$ cat config.mk
export PLATFORM = sky130hd
export DESIGN_NAME = onecount_sched_flat
export DESIGN_NICKNAME = d
export VERILOG_FILES = /design/src/rtl/onecount_sched_if.sv /design/src/rtl/onecount_sched.sv /design/src/flat_wrapper.sv
export SDC_FILE = /design/constraint.sdc
export NUM_CORES = 1
export LEC_CHECK = 0
export BUFFER_PORTS_ARGS = -buffer_cell sky130_fd_sc_hd__buf_2
export CORE_MARGIN = 2
export CORE_UTILIZATION = 46
export CTS_CLUSTER_DIAMETER = 120
export DETAILED_ROUTE_END_ITERATION = 6
export PLACE_DENSITY = 0.81
export SLEW_MARGIN = 20
export SYNTH_ARGS = -nofsm -noshare
export SYNTH_HDL_FRONTEND = slang
export SYNTH_SLANG_ARGS = --single-unit
$ cat constraint.sdc
create_clock -name i_clk -period 2.4 [get_ports i_clk]
set_clock_uncertainty 0.1 [all_clocks]
set_input_delay 0.24 -clock i_clk [delete_from_list [all_inputs] [get_ports i_clk]]
set_output_delay 0.24 -clock i_clk [all_outputs]
set_load 0.01 [all_outputs]
$ cat src/rtl/onecount_sched_if.sv
// onecount_sched_if
//   Bundles the client-side request/grant/ack signals and the engine-side
//   drive/status signals of the one-count scheduler.
//   slave  : scheduler view (requests and engine status in, grants/acks/engine controls out)
//   master : environment view (clients plus engine)
//   Ports:
//     i_req[N], i_data[N*W]        client requests and words
//     o_gnt[N], o_ack[N]           one-hot grant, one-cycle ack
//     o_result[W], o_err           count returned to the winner, timeout flag
//     o_busy                       scheduler not idle
//     o_engData[W], o_engRst_      word and active-low clear to the engine
//     i_engDone, i_engCount[W]     engine done level and count
interface onecount_sched_if #(
  parameter int N = 4,
  parameter int W = 16
);
  logic [N-1:0]   i_req;
  logic [N*W-1:0] i_data;
  logic [N-1:0]   o_gnt;
  logic [N-1:0]   o_ack;
  logic [W-1:0]   o_result;
  logic           o_err;
  logic           o_busy;
  logic [W-1:0]   o_engData;
  logic           o_engRst_;
  logic           i_engDone;
  logic [W-1:0]   i_engCount;

  modport slave (
    input  i_req, i_data, i_engDone, i_engCount,
    output o_gnt, o_ack, o_result, o_err, o_busy, o_engData, o_engRst_
  );

  modport master (
    output i_req, i_data, i_engDone, i_engCount,
    input  o_gnt, o_ack, o_result, o_err, o_busy, o_engData, o_engRst_
  );
endinterface

$ cat src/rtl/onecount_sched.sv
// onecount_sched
//   Round-robin scheduler sharing one one-counter engine among N requesters.
//   Grants one requester, captures its word, sequences the engine through
//   clear/run, and returns the count with a one-cycle ack. A watchdog aborts a
//   run that never reports done, returning all ones with o_err set.
//   Ports:
//     i_clk   clock, rising edge
//     i_rst_  asynchronous active-low reset
//     bus     onecount_sched_if.slave (requests, grants, acks, engine link)
//
//   state   | meaning
//   IDLE    | engine held cleared, waiting for any request
//   CLEAR   | winner granted, engine cleared for one cycle, watchdog zeroed
//   RUN     | engine counting; wait for done or watchdog expiry
//   REPLY   | one-cycle ack to the winner, pointer advances past winner
module onecount_sched #(
  parameter int N       = 4,
  parameter int W       = 16,
  parameter int TIMEOUT = 40
) (
  input  logic              i_clk,
  input  logic              i_rst_,
  onecount_sched_if.slave   bus
);

  localparam int PW  = $clog2(N);
  localparam int WDW = $clog2(TIMEOUT + 1);
  localparam logic [WDW-1:0] WD_LAST = WDW'(TIMEOUT - 1);

  typedef enum logic [1:0] {S_IDLE, S_CLEAR, S_RUN, S_REPLY} state_t;

  state_t          state_q, state_d;
  logic [PW-1:0]   ptr_q;
  logic [PW-1:0]   win_q;
  logic [W-1:0]    dat_q;
  logic [WDW-1:0]  wd_q;
  logic [W-1:0]    result_q;
  logic            err_q;

  logic            pick_found;
  logic [PW-1:0]   pick_idx;
  logic [PW-1:0]   scan_idx;
  logic            run_exit;
  logic [N-1:0]    win_onehot;

  // First set request scanning from ptr upward, wrapping modulo N.
  always_comb begin
    pick_found = 1'b0;
    pick_idx   = '0;
    scan_idx   = '0;
    for (int i = 0; i < N; i++) begin
      scan_idx = PW'((int'(ptr_q) + i) % N);
      if (!pick_found && bus.i_req[scan_idx]) begin
        pick_found = 1'b1;
        pick_idx   = scan_idx;
      end
    end
  end

  assign run_exit = bus.i_engDone || (wd_q == WD_LAST);

  always_ff @(posedge i_clk or negedge i_rst_) begin
    if (!i_rst_) state_q <= S_IDLE;
    else         state_q <= state_d;
  end

  always_comb begin
    state_d = state_q;
    case (state_q)
      S_IDLE:  if (pick_found) state_d = S_CLEAR;
      S_CLEAR: state_d = S_RUN;
      S_RUN:   if (run_exit) state_d = S_REPLY;
      S_REPLY: state_d = S_IDLE;
      default: state_d = S_IDLE;
    endcase
  end

  always_ff @(posedge i_clk or negedge i_rst_) begin
    if (!i_rst_) begin
      ptr_q    <= '0;
      win_q    <= '0;
      dat_q    <= '0;
      wd_q     <= '0;
      result_q <= '0;
      err_q    <= 1'b0;
    end else begin
      case (state_q)
        S_IDLE: begin
          if (pick_found) begin
            win_q <= pick_idx;
            dat_q <= bus.i_data[int'(pick_idx)*W +: W];
          end
        end
        S_CLEAR: wd_q <= '0;
        S_RUN: begin
          // Done wins over a simultaneous watchdog expiry.
          if (bus.i_engDone) begin
            result_q <= bus.i_engCount;
            err_q    <= 1'b0;
          end else if (wd_q == WD_LAST) begin
            result_q <= '1;
            err_q    <= 1'b1;
          end else begin
            wd_q <= wd_q + 1'b1;
          end
        end
        S_REPLY: ptr_q <= (int'(win_q) == N - 1) ? '0 : win_q + 1'b1;
        default: ;
      endcase
    end
  end

  assign win_onehot    = {{(N-1){1'b0}}, 1'b1} << win_q;
  assign bus.o_gnt     = (state_q != S_IDLE) ? win_onehot : '0;
  assign bus.o_ack     = (state_q == S_REPLY) ? win_onehot : '0;
  assign bus.o_busy    = (state_q != S_IDLE);
  assign bus.o_engRst_ = (state_q == S_RUN) || (state_q == S_REPLY);
  // dat_q only changes on a grant edge, so the engine word is stable across CLEAR and RUN.
  assign bus.o_engData = dat_q;
  assign bus.o_result  = result_q;
  assign bus.o_err     = err_q;

endmodule

$ cat src/flat_wrapper.sv
// flat-port wrapper written by rule: the top's interface ports become plain ports
module onecount_sched_flat 
#(
  parameter int N       = 4,
  parameter int W       = 16,
  parameter int TIMEOUT = 40
)
  (i_clk, i_rst_, bus_i_req, bus_i_data, bus_i_engDone, bus_i_engCount, bus_o_gnt, bus_o_ack, bus_o_result, bus_o_err, bus_o_busy, bus_o_engData, bus_o_engRst_);
  onecount_sched_if #(.N(N), .W(W)) bus_i ();
  input  logic i_clk;
  input  logic i_rst_;
  input wire logic [$bits(bus_i.i_req)-1:0] bus_i_req;
  input wire logic [$bits(bus_i.i_data)-1:0] bus_i_data;
  input wire logic [$bits(bus_i.i_engDone)-1:0] bus_i_engDone;
  input wire logic [$bits(bus_i.i_engCount)-1:0] bus_i_engCount;
  output wire logic [$bits(bus_i.o_gnt)-1:0] bus_o_gnt;
  output wire logic [$bits(bus_i.o_ack)-1:0] bus_o_ack;
  output wire logic [$bits(bus_i.o_result)-1:0] bus_o_result;
  output wire logic [$bits(bus_i.o_err)-1:0] bus_o_err;
  output wire logic [$bits(bus_i.o_busy)-1:0] bus_o_busy;
  output wire logic [$bits(bus_i.o_engData)-1:0] bus_o_engData;
  output wire logic [$bits(bus_i.o_engRst_)-1:0] bus_o_engRst_;
  assign bus_i.i_req = bus_i_req;
  assign bus_i.i_data = bus_i_data;
  assign bus_i.i_engDone = bus_i_engDone;
  assign bus_i.i_engCount = bus_i_engCount;
  assign bus_o_gnt = bus_i.o_gnt;
  assign bus_o_ack = bus_i.o_ack;
  assign bus_o_result = bus_i.o_result;
  assign bus_o_err = bus_i.o_err;
  assign bus_o_busy = bus_i.o_busy;
  assign bus_o_engData = bus_i.o_engData;
  assign bus_o_engRst_ = bus_i.o_engRst_;
  onecount_sched #(.N(N), .W(W), .TIMEOUT(TIMEOUT)) u_core (.i_clk(i_clk), .i_rst_(i_rst_), .bus(bus_i));
endmodule
==> impl_metrics.yaml, run 1 <==
drt:
  drc: 0
  wl_um: 6030
  wl_per_cell_um: 14.0
  dr.pass1.iters: 5
  dr.first_iter.drc_count: 118
  ant_nets: 0
  drt-vias-per-instance: 5.12
  num_vias: 2202
critical_path:
  worstReg2RegStart: "u_core.state_q[1]"
  crit_path_start: "u_core.state_q[1]"
  criticalPathCategory: "reg2reg"
  cp_max_fo: 16
  cp.required_ns: 2.50
  cp.arrival_ns: 2.07
  critPathCaptureType: "register"
  start_kind: "register"
timing:
  hold_viol_final: 0
  setup_tns_ns: 0
  fmax_mhz: 508
  fin_crit_sh: 0.821
  period_minus_slack_ns: 1.97
  drv_slew: 0
  setup_viol: 0
  slew-limit-headroom: 0.560
  worst_pin_slew_ns: 0.656
  rsz0062_at_grt: "no"
synthesis:
  synth_top_area_share: 0.437
  synth.most_common_cell: "dfrtp_1"
  yosys-top-cells-count: "dfrtp_1, mux2i_1, nand2_1, o22a_1"
  synthArstFlopShare: 1.00
  yosys_warnings: 0
  ys_seq_area_frac: 0.437
  ys_ff_latch: 45
  synth.distinct_cells: 43
  synth.cell_area_um2: 2580
  synth_edf_count: 0
  synth_flop_cell: "dfrtp_1"
  syn_inst: 227
  synth_area_leaders: "dfrtp_1, mux2i_1, o22a_1, o221ai_2, ha_1"
  avgSynthCellArea_um2: 11.3
  synth_fp_nets: 323
  synth_area_leader_cell: "dfrtp_1"
power:
  combPwrFrac: 0.533
  peakVddDrop_mv: 0.517
  p_int_mw: 2.24
  pwr-share-clk: 0.119
  seqPwrFrac: 0.348
  power.switching_mw: 1.52
  leakage_nw: 1.73
  p_total_mw: 3.76
  swShare: 0.404
  powerDensity_nw_per_um2: 1120
placed_design:
  place_inst: 421
  placedInstanceArea_um2: 3260
  gp_congestion: 0.779
  dpl.hpwl_um: 4700
  port_buffers: 129
global_route:
  grt_pass1_vias: 2116
  grt_max_degree: 33
  grt_usage: 0.192
  grt_first_pass_wirelength_um: 9580
  overflow: 0
  antenna_found_initial: 0
cells_and_area:
  final_nets: 453
  layout-drive-gt1-share: 0.447
  syn_to_final_growth_pct: 30.3
  final_area_um2: 3360
  final_cell_count_no_fill: 430
  insertedDiodeCount: 0
clock_tree:
  cts_tree: "done"
  clkSinkCount: 45
  path_clk_slew_ns: 0.08
  cts_root_buffer: "clkbuf_8"
  cts_max_level: 2
  cts_buffers: 5
  post_cts_buffers: 0
  insertion_delay_ns: 0.29
  cts_buffer_depth: 2
die:
  core_area_um2: 5470
  die_height_um: 78.8
  row_count: 27
  start_util: 0.471
  io_pins: 130
  dieArea_um2: 6210
  die_x_um: 78.8
hold_path:
  hold_class: "in2reg"
  worstHoldStart: "bus_i_engCount[4]"
run_status:
  status: "finished, final reports clean"
run:
  drv_cap: 0
registers in the layout, summed over array words and instances (netlist names):
| name | flops |
|---|---|
| u_core.bus.o_engData | 16 |
| u_core.bus.o_err | 1 |
| u_core.bus.o_result | 16 |
| u_core.ptr_q | 2 |
| u_core.state_q | 2 |
| u_core.wd_q | 6 |
| u_core.win_q | 2 |
cells in the final DEF, fill, tap and decap left out, types with 2 or more instances in the layout:
| cell | count |
|---|---|
| nand2_1 | 26 |
| mux2_2 | 2 |
| buf_4 | 6 |
| inv_1 | 8 |
| a21oi_1 | 3 |
| or2_1 | 2 |
| o221ai_2 | 9 |
| dfrtp_1 | 45 |
| o22a_1 | 17 |
| o21ai_1 | 4 |
| nor2_1 | 4 |
| nor2b_2 | 2 |
| clkbuf_8 | 5 |
| and2_1 | 4 |
| mux2i_1 | 32 |
| xnor2_1 | 3 |
| nor2b_1 | 7 |
| nand2b_1 | 5 |
| nor3_1 | 2 |
| clkbuf_1 | 3 |
| nand3_1 | 3 |
| ha_1 | 9 |
| a21o_1 | 2 |
| buf_2 | 129 |
| o221ai_1 | 7 |
power groups by stage:
stage | Sequential, mW | Combinational (mW) | Clock, mW
2_1_floorplan | 1.43 | 1.29 | 0
3_5_place_dp | 1.32 | 2.03 | 0
3_3_place_gp | 1.31 | 1.96 | 0
6_report | 1.31 | 2.01 | 0.446
5_1_grt | 1.36 | 2.20 | 0.495
4_1_cts | 1.31 | 2.03 | 0.455
what timing repair did:
item	in CTS	in global routing
endpoints found under the hold margin	17	0
hold buffers	1	0
resized for setup	0	0
through the flow:
| stage | utilization | setup slack (ns) | hold slack [ns] |
|---|---|---|---|
| after floorplan | - | 0.719 | -0.156 |
| after global placement | 0.596 | 0.238 | 0.0848 |
| after detailed placement | 0.596 | 0.136 | 0.0850 |
| after CTS | 0.613 | 0.113 | 0.0632 |
| final | 0.613 | 0.430 | 0.0719 |
| after global routing | 0.613 | 0.308 | 0.0651 |
cell families after synthesis:
| family | synth area share |
|---|---|
| buffers and inverters | 0.0558 |
| AND/OR/NAND/NOR | 0.116 |
| adder cells (fa/ha/maj) | 0.0437 |
| AO/OA/AOI/OAI | 0.197 |
| multiplexers | 0.137 |
| XOR/XNOR | 0.0136 |
| flip-flops | 0.437 |
worst max-delay path, stage by stage (launching register included):
cell and delay (ns):
dfrtp_1 0.40, inv_1 0.12, ha_1 0.34, nand2b_1 0.20, or2_1 0.28, buf_4 0.21, o221ai_1 0.23
worst paths after layout:
path / end / slack (ns) / cells past startpoint
hold / removal: u_core.bus.o_result[4] / 0.07 / 2
setup reg to reg: u_core.bus.o_engData[0] / 0.43 / 6
max in group asynchronous: u_core.bus.o_result[9] / 1.21 / 3
min in group asynchronous: u_core.bus.o_result[5] / 0.29 / 2
hold reg to reg: u_core.bus.o_result[7] / 0.39 / 1
setup / recovery: u_core.bus.o_engData[0] / 0.43 / 6
layer usage:
layer,GRT usage,up-vias,wire (um)
met2,0.329,63,3140
met5,0,-,0
met4,0.0690,0,107
met1,0.242,1042,2530
li1,-,1087,-
met3,0.0364,10,258
final cells by class:
type / instances / area, um^2
Multi-Input combinational cell: 160 / 1310
Clock buffer: 8 / 80.1
Timing Repair Buffer: 137 / 721
Sequential cell: 45 / 1130
Tap cell: 72 / 90.1
Inverter: 8 / 30.0
Fill cell: 512 / 2120
No activity file was read; power rests on OpenSTA's default activity.
==> run 2, diff against run 1 <==
--- a/config.mk
+++ b/config.mk
@@ -7,10 +7,10 @@
 export LEC_CHECK = 0
 export BUFFER_PORTS_ARGS = -buffer_cell sky130_fd_sc_hd__buf_2
 export CORE_MARGIN = 2
-export CORE_UTILIZATION = 46
+export CORE_UTILIZATION = 41
 export CTS_CLUSTER_DIAMETER = 120
 export DETAILED_ROUTE_END_ITERATION = 6
-export PLACE_DENSITY = 0.81
+export PLACE_DENSITY = 0.76
 export SLEW_MARGIN = 20
 export SYNTH_ARGS = -nofsm -noshare
 export SYNTH_HDL_FRONTEND = slang
==> constraint.sdc (replaced) <==
create_clock -name i_clk -period 1.66 [get_ports i_clk]
set_clock_uncertainty 0.1 [all_clocks]
set_input_delay 0.166 -clock i_clk [delete_from_list [all_inputs] [get_ports i_clk]]
set_output_delay 0.166 -clock i_clk [all_outputs]
set_load 0.01 [all_outputs]
==> impl_metrics.yaml, run 2 (same netlist as run 1, synthesis figures left out) <==
power:
  combPwrFrac: 0.599
  powerDensity_nw_per_um2: 1630
  peakVddDrop_mv: 0.752
  seqPwrFrac: 0.286
  leakage_nw: 2.00
  pwr-share-clk: 0.115
  swShare: 0.391
  power.switching_mw: 2.56
  p_int_mw: 3.99
die:
  die_height_um: 83.3
  die_x_um: 83.3
  core_area_um2: 5990
  io_pins: 130
  row_count: 28
  dieArea_um2: 6930
  start_util: 0.430
cells_and_area:
  final_util: 0.673
  final_common_cell: "buf_2"
  layout-drive-gt1-share: 0.547
  fillCellCount: 470
  mostFrequentLayoutCells: "buf_2, dfrtp_1, buf_4"
  insertedDiodeCount: 0
  final_nets: 501
  syn_to_final_growth_pct: 56.4
clock_tree:
  cts_root_buffer: "clkbuf_8"
  cts_buffer_depth: 2
  insertion_delay_ns: 0.30
  cts_buffers: 5
  cts_max_level: 2
  clkSinkCount: 45
  cts_tree: "done"
  path_clk_slew_ns: 0.08
global_route:
  grt_usage: 0.208
  grt_max_degree: 46
  antenna_found_initial: 0
  grt_pass1_vias: 2472
  grt_first_pass_wirelength_um: 11700
  overflow: 0
critical_path:
  cp_max_fo: 8
  reg2reg_depth: 7
  critPathCaptureType: "register"
  cp.required_ns: 1.74
  start_kind: "register"
  rr_endpoint: "u_core.bus.o_engData[14]"
  cp.arrival_ns: 1.78
  rrSetupSlack_ns: -0.04
  criticalPathCategory: "reg2reg"
  worstReg2RegStart: "u_core.ptr_q[0]"
placed_design:
  gp_congestion: 0.791
  port_buffers: 129
  dpl.hpwl_um: 4880
timing:
  slew-limit-headroom: 0.605
  worst_pin_slew_ns: 0.593
  fmax_mhz: 589
  whs_ns: 0.00799
  drv_slew: 0
  hold_viol_final: 0
  period_minus_slack_ns: 1.70
  worst_slack_ns: -0.0374
  setup_viol: 20
  fin_crit_sh: 1.02
  rsz0062_at_grt: "yes"
drt:
  ant_nets: 0
  drc: 0
  wl_per_cell_um: 15.9
  num_vias: 2428
  dr.first_iter.drc_count: 67
  dr.pass1.iters: 4
  drt-vias-per-instance: 5.05
  wl_um: 7660
run_status:
  violations: "setup timing"
  status: "finished with violations"
hold_path:
  hold_depth: 2
  whs_endpoint: "u_core.bus.o_result[4]"
  worstHoldStart: "bus_i_engCount[4]"
  hold_class: "in2reg"
run:
  drv_cap: 0
## run 2: power by group through the flow
| stage | Sequential [mW] | Combinational (mW) | Clock [mW] |
|---|---|---|---|
| floorplan | 2.06 | 1.86 | 0 |
| global placement | 1.85 | 3.11 | 0 |
| detailed placement | 1.86 | 3.21 | 0 |
| CTS | 1.85 | 3.43 | 0.772 |
| global route | 1.93 | 4.25 | 0.842 |
| finish | 1.87 | 3.92 | 0.755 |
## run 2: per-layer routing
| metal | global-route usage | vias to the layer above | wire [um] |
|---|---|---|---|
| li1 | - | 1186 | - |
| met1 | 0.245 | 1157 | 3100 |
| met2 | 0.375 | 74 | 4170 |
| met3 | 0.0417 | 11 | 279 |
| met4 | 0.0730 | 0 | 112 |
| met5 | 0 | - | 0 |
## run 2: stage by stage
stage	instance area, um^2	std cells	power (mW)	setup TNS (ns)	setup WS (ns)
after floorplan	2580	227	3.92	0	0.00203
after global placement	3440	443	4.96	-7.21	-0.442
after detailed placement	3440	443	5.07	-8.57	-0.509
after CTS	3790	470	6.05	-0.682	-0.0822
after global routing	4030	481	7.02	-2.46	-0.138
final	4030	481	6.55	-0.440	-0.0374
## run 2: worst max path at each step
stage | from | endpoint | slack, ns
after floorplan | u_core.state_q[0] | u_core.bus.o_engData[10] | 0.002
after detailed placement | u_core.wd_q[4] | u_core.bus.o_result[4] | -0.51
after CTS | u_core.ptr_q[0] | u_core.bus.o_engData[14] | -0.08
after global routing | u_core.ptr_q[0] | u_core.bus.o_engData[10] | -0.14
final | u_core.ptr_q[0] | u_core.bus.o_engData[14] | -0.04
after global placement | u_core.wd_q[4] | u_core.bus.o_result[2] | -0.44
## run 2: critical path: stages, from the launching register on
cell and delay, ns:
dfrtp_1 0.42, nor2b_2 0.15, a21oi_2 0.06, o221ai_4 0.16, buf_12 0.15, buf_12 0.14, mux2i_2 0.25, o221ai_2 0.12
## run 2: repair_timing
| action | 4_1_cts | 5_1_grt |
|---|---|---|
| gates cloned | 0 | 3 |
| gates resized for setup | 15 | 23 |
| endpoints found under the setup margin | 44 | 41 |
| hold buffers | 15 | 0 |
| buffers inserted | 4 | 8 |
| pin swaps | 1 | 11 |
| hold endpoints to repair | 59 | 0 |
## run 2: cell type report
type / count / area (um^2) / share of cell area
multi-input combinational: 160 / 1450 / 0.359
timing repair buffer: 185 / 1230 / 0.304
sequential: 45 / 1130 / 0.280
clock buffer: 7 / 96.3 / 0.0239
tap: 75 / 93.8 / 0.0233
inverter: 8 / 32.5 / 0.00807
clock inverter: 1 / 5.00 / 0.00124
